### src/rtl/async_ctrl_gen_if.sv
// Control bundle between the async-control source and its consumer/requester.
interface async_ctrl_gen_if;
    logic sw_clr;
    logic sw_pre;
    logic en_req;
    logic clr_o;
    logic pre_o;
    logic en_o;
    logic ready;

    // Requester side: issues clear/preset/enable requests, observes controls.
    modport master (
        output sw_clr,
        output sw_pre,
        output en_req,
        input  clr_o,
        input  pre_o,
        input  en_o,
        input  ready
    );

    // Generator side: accepts requests, drives clr/pre/en to downstream flops.
    modport slave (
        input  sw_clr,
        input  sw_pre,
        input  en_req,
        output clr_o,
        output pre_o,
        output en_o,
        output ready
    );
endinterface

### src/rtl/async_ctrl_gen.sv
// Async-control source: clear asserted asynchronously on reset and released
// synchronously after a hold period, software clear/preset pulses, and an
// enable gated so it is never high while clear or preset is active.
module async_ctrl_gen #(
    parameter int unsigned SYNC_STAGES  = 2,
    parameter int unsigned HOLD_CYCLES  = 4,
    parameter int unsigned PULSE_CYCLES = 2
) (
    input  logic              clk,
    input  logic              clr,
    async_ctrl_gen_if.slave   ctrl
);

    localparam int unsigned CNT_MAX = (HOLD_CYCLES > PULSE_CYCLES) ? HOLD_CYCLES : PULSE_CYCLES;
    localparam int unsigned CNT_W   = $clog2(CNT_MAX + 1);

    typedef enum logic [2:0] {
        ST_RESET  = 3'd0,
        ST_HOLD   = 3'd1,
        ST_IDLE   = 3'd2,
        ST_CPULSE = 3'd3,
        ST_PPULSE = 3'd4
    } state_t;

    state_t                 r_state;
    state_t                 w_state_nxt;
    logic [SYNC_STAGES-1:0] r_sync;
    logic [SYNC_STAGES-1:0] w_sync_nxt;
    logic [CNT_W-1:0]       r_cnt;
    logic [CNT_W-1:0]       w_cnt_nxt;
    logic                   r_clr_o;
    logic                   r_pre_o;
    logic                   r_en_o;
    logic                   r_ready;
    logic                   w_clr_nxt;
    logic                   w_pre_nxt;
    logic                   w_en_nxt;
    logic                   w_ready_nxt;

    // State, synchroniser, counter and output registers; reset forces clear at once.
    always_ff @(posedge clk or negedge clr) begin
        if (!clr) begin
            r_state <= ST_RESET;
            r_sync  <= '0;
            r_cnt   <= '0;
            r_clr_o <= 1'b1;
            r_pre_o <= 1'b0;
            r_en_o  <= 1'b0;
            r_ready <= 1'b0;
        end else begin
            r_state <= w_state_nxt;
            r_sync  <= w_sync_nxt;
            r_cnt   <= w_cnt_nxt;
            r_clr_o <= w_clr_nxt;
            r_pre_o <= w_pre_nxt;
            r_en_o  <= w_en_nxt;
            r_ready <= w_ready_nxt;
        end
    end

    // Next-state/counter decode; outputs are derived from the next state so they register with it.
    always_comb begin
        w_state_nxt = r_state;
        w_cnt_nxt   = r_cnt;
        w_sync_nxt  = {r_sync[SYNC_STAGES-2:0], 1'b1};

        unique case (r_state)
            ST_RESET: begin
                if (r_sync[SYNC_STAGES-1]) begin
                    if (HOLD_CYCLES == 0) begin
                        w_state_nxt = ST_IDLE;
                    end else begin
                        w_state_nxt = ST_HOLD;
                        w_cnt_nxt   = CNT_W'(HOLD_CYCLES);
                    end
                end
            end
            ST_HOLD, ST_CPULSE, ST_PPULSE: begin
                if (r_cnt != '0) begin
                    w_cnt_nxt = r_cnt - CNT_W'(1);
                end
                if (r_cnt <= CNT_W'(1)) begin
                    w_state_nxt = ST_IDLE;
                end
            end
            ST_IDLE: begin
                // Clear takes priority when both requests arrive together.
                if (ctrl.sw_clr) begin
                    w_state_nxt = ST_CPULSE;
                    w_cnt_nxt   = CNT_W'(PULSE_CYCLES);
                end else if (ctrl.sw_pre) begin
                    w_state_nxt = ST_PPULSE;
                    w_cnt_nxt   = CNT_W'(PULSE_CYCLES);
                end
            end
            default: begin
                w_state_nxt = ST_RESET;
                w_cnt_nxt   = '0;
            end
        endcase

        w_clr_nxt   = (w_state_nxt == ST_RESET) || (w_state_nxt == ST_HOLD) ||
                      (w_state_nxt == ST_CPULSE);
        w_pre_nxt   = (w_state_nxt == ST_PPULSE);
        w_ready_nxt = (w_state_nxt == ST_IDLE);
        w_en_nxt    = (w_state_nxt == ST_IDLE) && ctrl.en_req;
    end

    assign ctrl.clr_o = r_clr_o;
    assign ctrl.pre_o = r_pre_o;
    assign ctrl.en_o  = r_en_o;
    assign ctrl.ready = r_ready;

endmodule

### src/flat_wrapper.sv
// flat-port wrapper written by rule: the top's interface ports become plain ports
module async_ctrl_gen_flat 
#(
    parameter int unsigned SYNC_STAGES  = 2,
    parameter int unsigned HOLD_CYCLES  = 4,
    parameter int unsigned PULSE_CYCLES = 2
)
  (clk, clr, ctrl_sw_clr, ctrl_sw_pre, ctrl_en_req, ctrl_clr_o, ctrl_pre_o, ctrl_en_o, ctrl_ready);
  async_ctrl_gen_if ctrl_i ();
  input  logic clk;
  input  logic clr;
  input wire logic [$bits(ctrl_i.sw_clr)-1:0] ctrl_sw_clr;
  input wire logic [$bits(ctrl_i.sw_pre)-1:0] ctrl_sw_pre;
  input wire logic [$bits(ctrl_i.en_req)-1:0] ctrl_en_req;
  output wire logic [$bits(ctrl_i.clr_o)-1:0] ctrl_clr_o;
  output wire logic [$bits(ctrl_i.pre_o)-1:0] ctrl_pre_o;
  output wire logic [$bits(ctrl_i.en_o)-1:0] ctrl_en_o;
  output wire logic [$bits(ctrl_i.ready)-1:0] ctrl_ready;
  assign ctrl_i.sw_clr = ctrl_sw_clr;
  assign ctrl_i.sw_pre = ctrl_sw_pre;
  assign ctrl_i.en_req = ctrl_en_req;
  assign ctrl_clr_o = ctrl_i.clr_o;
  assign ctrl_pre_o = ctrl_i.pre_o;
  assign ctrl_en_o = ctrl_i.en_o;
  assign ctrl_ready = ctrl_i.ready;
  async_ctrl_gen #(.SYNC_STAGES(SYNC_STAGES), .HOLD_CYCLES(HOLD_CYCLES), .PULSE_CYCLES(PULSE_CYCLES)) u_core (.clk(clk), .clr(clr), .ctrl(ctrl_i));
endmodule
### config.mk
export PLATFORM = sky130hd
export DESIGN_NAME = async_ctrl_gen_flat
export DESIGN_NICKNAME = d
export VERILOG_FILES = /design/src/rtl/async_ctrl_gen_if.sv /design/src/rtl/async_ctrl_gen.sv /design/src/flat_wrapper.sv
export SDC_FILE = /design/constraint.sdc
export NUM_CORES = 1
export LEC_CHECK = 0
export CAP_MARGIN = 20
export CORE_UTILIZATION = 29
export CTS_BUF_LIST = sky130_fd_sc_hd__clkbuf_4
export DETAILED_ROUTE_END_ITERATION = 12
export GPL_ROUTABILITY_DRIVEN = 0
export GPL_TIMING_DRIVEN = 0
export SYNTH_ARGS = -nofsm -noshare
export SYNTH_HDL_FRONTEND = slang
export SYNTH_SLANG_ARGS = --single-unit
### constraint.sdc
create_clock -name clk -period 2.5 [get_ports clk]
set_input_delay 0.25 -clock clk [delete_from_list [all_inputs] [get_ports clk]]
set_output_delay 0.25 -clock clk [all_outputs]
set_load 0.005 [all_outputs]
## Word level (Yosys, flattened, before mapping)

Index checks and enable logic that the tools add are counted.

| storage, ports and cells | value |
|---|---|
| bits in registers | 12 |
| input bits | 5 |

| cells by class | value |
|---|---|
| muxes and demuxes | 10 |
| $add $sub $neg | 1 |
| reduce and logical (&&, ||, !) cells | 8 |
| equal/unequal tests | 11 |
| magnitude comparators | 1 |

Operators by type and width:

| cell | count |
|---|---|
| two-way mux 3 bit | 8 |
| case mux 3 bit (3 select lines) | 2 |
| == test 3 x 2 -> 1 bit (second input constant) | 4 |
| == test 3 x 1 -> 1 bit (second input constant) | 2 |
| == test 3 bit (second input constant) | 2 |
| logical NOT 3 bit | 2 |
| inequality test 2 x 1 -> 1 bit (second input constant) | 2 |
| less-or-equal comparator 3 x 1 -> 1 bit (second input constant) | 1 |
| inequality test 3 bit (second input constant) | 1 |
| AND reduction 3 bit | 1 |
| nonzero test 3 bit | 1 |
| OR reduction 3 bit | 1 |
| subtractor 3 x 1 -> 3 bit (second input constant) | 1 |
| logical OR 1 bit | 2 |
| logical AND 1 bit | 1 |

## Depth between registers and ports, before layout

| depth | value |
|---|---|
| depth after elaboration | 6 |
| depth in mapped cells | 6 |

## Worst setup path before layout

No wires, ideal clock.

| timing path | value |
|---|---|
| kind | register -> register |
| start | register u_core.r_cnt[0] |
| end | register u_core.r_cnt[1] |
| setup slack | 1077 ps |
| data required time | 2375 ps |
| cell stages (with the launch flop) | 6 |
| arrival | 1298 ps |
| cells stage by stage | dfrtp_1 > inv_1 > ha_1 > and2b_2 > a21boi_4 > mux2_4 |

| between the ends | value |
|---|---|
| word-level cells in the longest chain between the ends | 3 |
| elaborated cells between the ends (all ways) | 6 |
| those cells by class | add/sub (1); eq/ne (1); mux (2); reduce/logical (2) |

RTL lines:

| what | line | source |
|---|---|---|
| from (decl) | async_ctrl_gen.sv:29 | `logic [CNT_W-1:0] r_cnt;` |
| from (signal assigned) | async_ctrl_gen.sv:53 | `r_cnt <= w_cnt_nxt;` |
| subtractor 3 x 1 -> 3 bit / nonzero test 3 bit (equally long branches) | async_ctrl_gen.sv:80, async_ctrl_gen.sv:79 |  |
| two-way mux 3 bit / inequality test 2 x 1 -> 1 bit (equally long branches) | -- |  |
| case mux 3 bit (3 select lines) / AND reduction 3 bit (equally long branches) | -- |  |

Parallel ways exist; a longest one is shown, timed or not. The select of a mux whose other input is x is not followed.
A chain may end at the register's enable or synchronous reset.

## Worst setup path after layout

| timing path | value |
|---|---|
| start | register u_core.r_cnt[1] |
| end | register u_core.r_state[2] |

| between the ends | value |
|---|---|
| word-level cells in the longest chain between the ends | 3 |

RTL lines:

| what | line | source |
|---|---|---|
| less-or-equal comparator 3 x 1 -> 1 bit | async_ctrl_gen.sv:82 | `if (r_cnt <= CNT_W'(1)) begin` |
| two-way mux 3 bit | async_ctrl_gen.sv:82 |  |
| case mux 3 bit (3 select lines) | async_ctrl_gen.sv:67 | `unique case (r_state)` |
| via u_core.w_state_nxt[2] | async_ctrl_gen.sv:26 | `state_t w_state_nxt;` |
| to (signal assigned) | async_ctrl_gen.sv:51 | `r_state <= w_state_nxt;` |
| to (decl) | async_ctrl_gen.sv:25 | `state_t r_state;` |

The timed path passes the listed nets, and every way through them passes these cells.

==> flow_summary.json <==
{
  "hold_viol_final": 0,
  "cts.sinks": 12,
  "leakagePower_uw": 0.000351,
  "peakVddDrop_mv": 0.476,
  "powerDensity_nw_per_um2": 1210,
  "die-area_um2": 2500,
  "synth-xor-area-share_pct": 0,
  "period_share_pct": 61.5,
  "crit_chain": "inv_1 -> ha_1 -> o21ba_2 -> nor2_1 -> a2bb2oi_1 -> nor2_1",
  "cp-start-kind": "flip-flop",
  "fin_tns_setup_ps": 0,
  "hold_buffers": 0,
  "status": "complete, no violations",
  "slew_viol_final": 0,
  "routedWlPerCell_um": 11.6,
  "clock-root-buffer": "clkbuf_4",
  "final-setup-viol-count": 0,
  "cts_tree": "yes",
  "path_delay_family": "compound AO/OA/AOI/OAI gates",
  "slew_headroom_pct": 64.5,
  "die_w_um": 50,
  "grt_overflow": 0,
  "grt_first_pass_wirelength_mm": 2.08,
  "hpwl_um": 879,
  "drt-pass1-iter-count": 4,
  "ys_types": 33,
  "met1_length_um": 575,
  "yosysMostFrequentCell": "dfrtp_1",
  "internal-power_uw": 611,
  "netlist_area_um2": 668,
  "tightest_slew_ps": 531,
  "grt_pass1_vias": 474,
  "synth_ff_type": "dfrtp_1",
  "post_synth.cell_area_avg_um2": 11.0,
  "dr_wl_met3_um": 41,
  "ys_ff_latch": 12,
  "cp.depth": 6,
  "p_comb_share_pct": 54.2,
  "grt_max_degree": 13,
  "postCtsSetupBuffers": 0,
  "pwr-share-seq_pct": 33.1,
  "swShare_pct": 37.7,
  "syn_inst": 61,
  "synth_commonest_cells": "dfrtp_1 (11), nor2_1 (7), ha_1 (3), nand2b_1 (3), nor2b_1 (3)",
  "seqCellArea_um2": 302,
  "start_util_pct": 30.5,
  "die_y_um": 50,
  "diodes": 0,
  "synth_top_cell_area_share_pct": 41.2,
  "dp_slack_ps": 809,
  "path_buf_inv": 1,
  "area_growth_pct": 21.2,
  "boundaryPins": 9,
  "yosysTopAreaCell": "dfrtp_1",
  "critPathCaptureType": "flip-flop",
  "fmax_ghz": 0.650,
  "htree_levels": 1,
  "crit_slowest_cell": "dfrtp_1",
  "yosysSeqAreaShare_pct": 45.1,
  "drc": 0,
  "drive_gt1_share_pct": 20.5,
  "drtIter0Drc": 5,
  "critPathMaxFanout": 6,
  "port_buffers": 8,
  "design.core.area_um2": 2190,
  "top_layer_used": "met4",
  "yosys.area_share.adder_pct": 5.62,
  "maxCapViolCount": 0,
  "clock_latency_ps": 270,
  "rsz0062_at_grt": "false",
  "placementRows": 17,
  "via_per_inst": 4.56,
  "cts_buffers": 3,
  "fillCellCount": 227,
  "wirelength_mm": 1.17,
  "period_needed_ps": 1540,
  "antenna_found_initial": 0,
  "route.met2.wl_um": 525,
  "hold_path_class": "in2async",
  "synth.area.top_cells": "dfrtp_1 (41%), ha_1 (5.6%), dfstp_2 (3.9%)",
  "synthArstFlopShare_pct": 100,
  "num_vias": 461,
  "p_clk_share_pct": 12.7,
  "nets": 82,
  "grt_usage_pct": 11.8,
  "final_core_util_pct": 37.0,
  "finalWorstSetupSlack_ps": 962,
  "ff2ff_path_depth": 6,
  "switching_power_uw": 370,
  "yosys_warnings": 0,
  "path_clk_slew_ps": 80,
  "synth_compound_area_share_pct": 20.6,
  "drtAntennaViolNets": 0,
  "yosys.area_share.simple_pct": 21.3,
  "cts.path.max_buffers": 2,
  "crit_required_ps": 2670,
  "worstSetupPathType": "reg2reg",
  "synth.area.mux_share_pct": 3.93,
  "syn_nets": 69,
  "cts-resized-gates": 0,
  "cp.arrival_ps": 1700,
  "skew_ps": 4.65,
  "cpMostUsedCell": "nor2_1",
  "slowest_delay_ps": 410,
  "synth_top_family_by_area": "simple AND/OR/NAND/NOR gates",
  "synth_edf_count": 0,
  "multiInputGateArea_um2": 348
}
[placed cells by master, fill, tap and decap left out, drive strengths merged, types with 2 or more instances in the layout]
cell type | synthesis | layout
nor3b | 3 | 3
o21ba | 2 | 2
o2bb2ai | 2 | 2
mux2 | 2 | 2
a21oi | 2 | 2
clkbuf | 0 | 3
nor2 | 7 | 7
nand2 | 2 | 2
nand2b | 4 | 4
ha | 3 | 3
dfrtp | 11 | 11
inv | 2 | 2
nor2b | 4 | 4
clkdlybuf4s50 | 0 | 8
o21ai | 5 | 5
[logic make-up after synthesis]
family	count (synthesis)
and+or+nand+nor	24
AOI/OAI and AO/OA	16
DFF	12
buffers and inverters	3
adders and majority gates	3
muxes	2
other	1
[final timing paths]
| path | from | to | slack (ps) |
|---|---|---|---|
| max | u_core.r_cnt[1]$_DFFE_PN0P_ | u_core.r_state[2]$_DFF_PN0_ | 960 |
| min | clr | u_core.ctrl.en_o$_DFF_PN0_ | 320 |
| max in group asynchronous | clr | u_core.ctrl.clr_o$_DFF_PN1_ | 1820 |
| min reg2reg | u_core.r_sync[0]$_DFF_PN0_ | u_core.r_sync[1]$_DFF_PN0_ | 360 |
| min in group clk | u_core.r_sync[0]$_DFF_PN0_ | u_core.r_sync[1]$_DFF_PN0_ | 360 |
| max reg2reg | u_core.r_cnt[1]$_DFFE_PN0P_ | u_core.r_state[2]$_DFF_PN0_ | 960 |
[cell type report]
cell class / count / share of cell area, %
buffer: 1 / 1.39
sequential: 12 / 37.2
clock buffer: 3 / 2.78
tap: 28 / 4.33
multi-input combinational: 46 / 43.0
inverter: 2 / 0.927
timing repair buffer: 8 / 9.89
clock inverter: 1 / 0.464
[state kept, by name, summed over array words and instances, names as in the netlist]
name / count
u_core.ctrl.clr_o: 1
u_core.r_state: 3
u_core.ctrl.ready: 1
u_core.r_sync: 2
u_core.ctrl.en_o: 1
u_core.r_cnt: 3
u_core.ctrl.pre_o: 1
[metrics by stage]
stage	total power (uW)	std cells	hold slack, ps	instance area (um2)
after CTS	992	101	347	810
after global placement	855	97	337	783
after global routing	1070	101	368	810
after detailed placement	862	97	347	783
after floorplan	727	61	-45.6	668
final	981	101	319	810
[power by group through the flow]
stage / combinational [uW] / sequential (uW) / clock (uW)
after global placement: 529 / 326 / 0
final: 531 / 324 / 125
after CTS: 537 / 325 / 131
after detailed placement: 533 / 329 / 0
after floorplan: 408 / 319 / 0
after global routing: 587 / 335 / 146
[metal layers]
metal	GRT usage, %	vias up
met5	0	-
met3	3.09	4
met4	8.57	0
met2	17.3	8
li1	-	233
met1	14.6	216
Note: power is estimated with default switching activity, not from simulation.
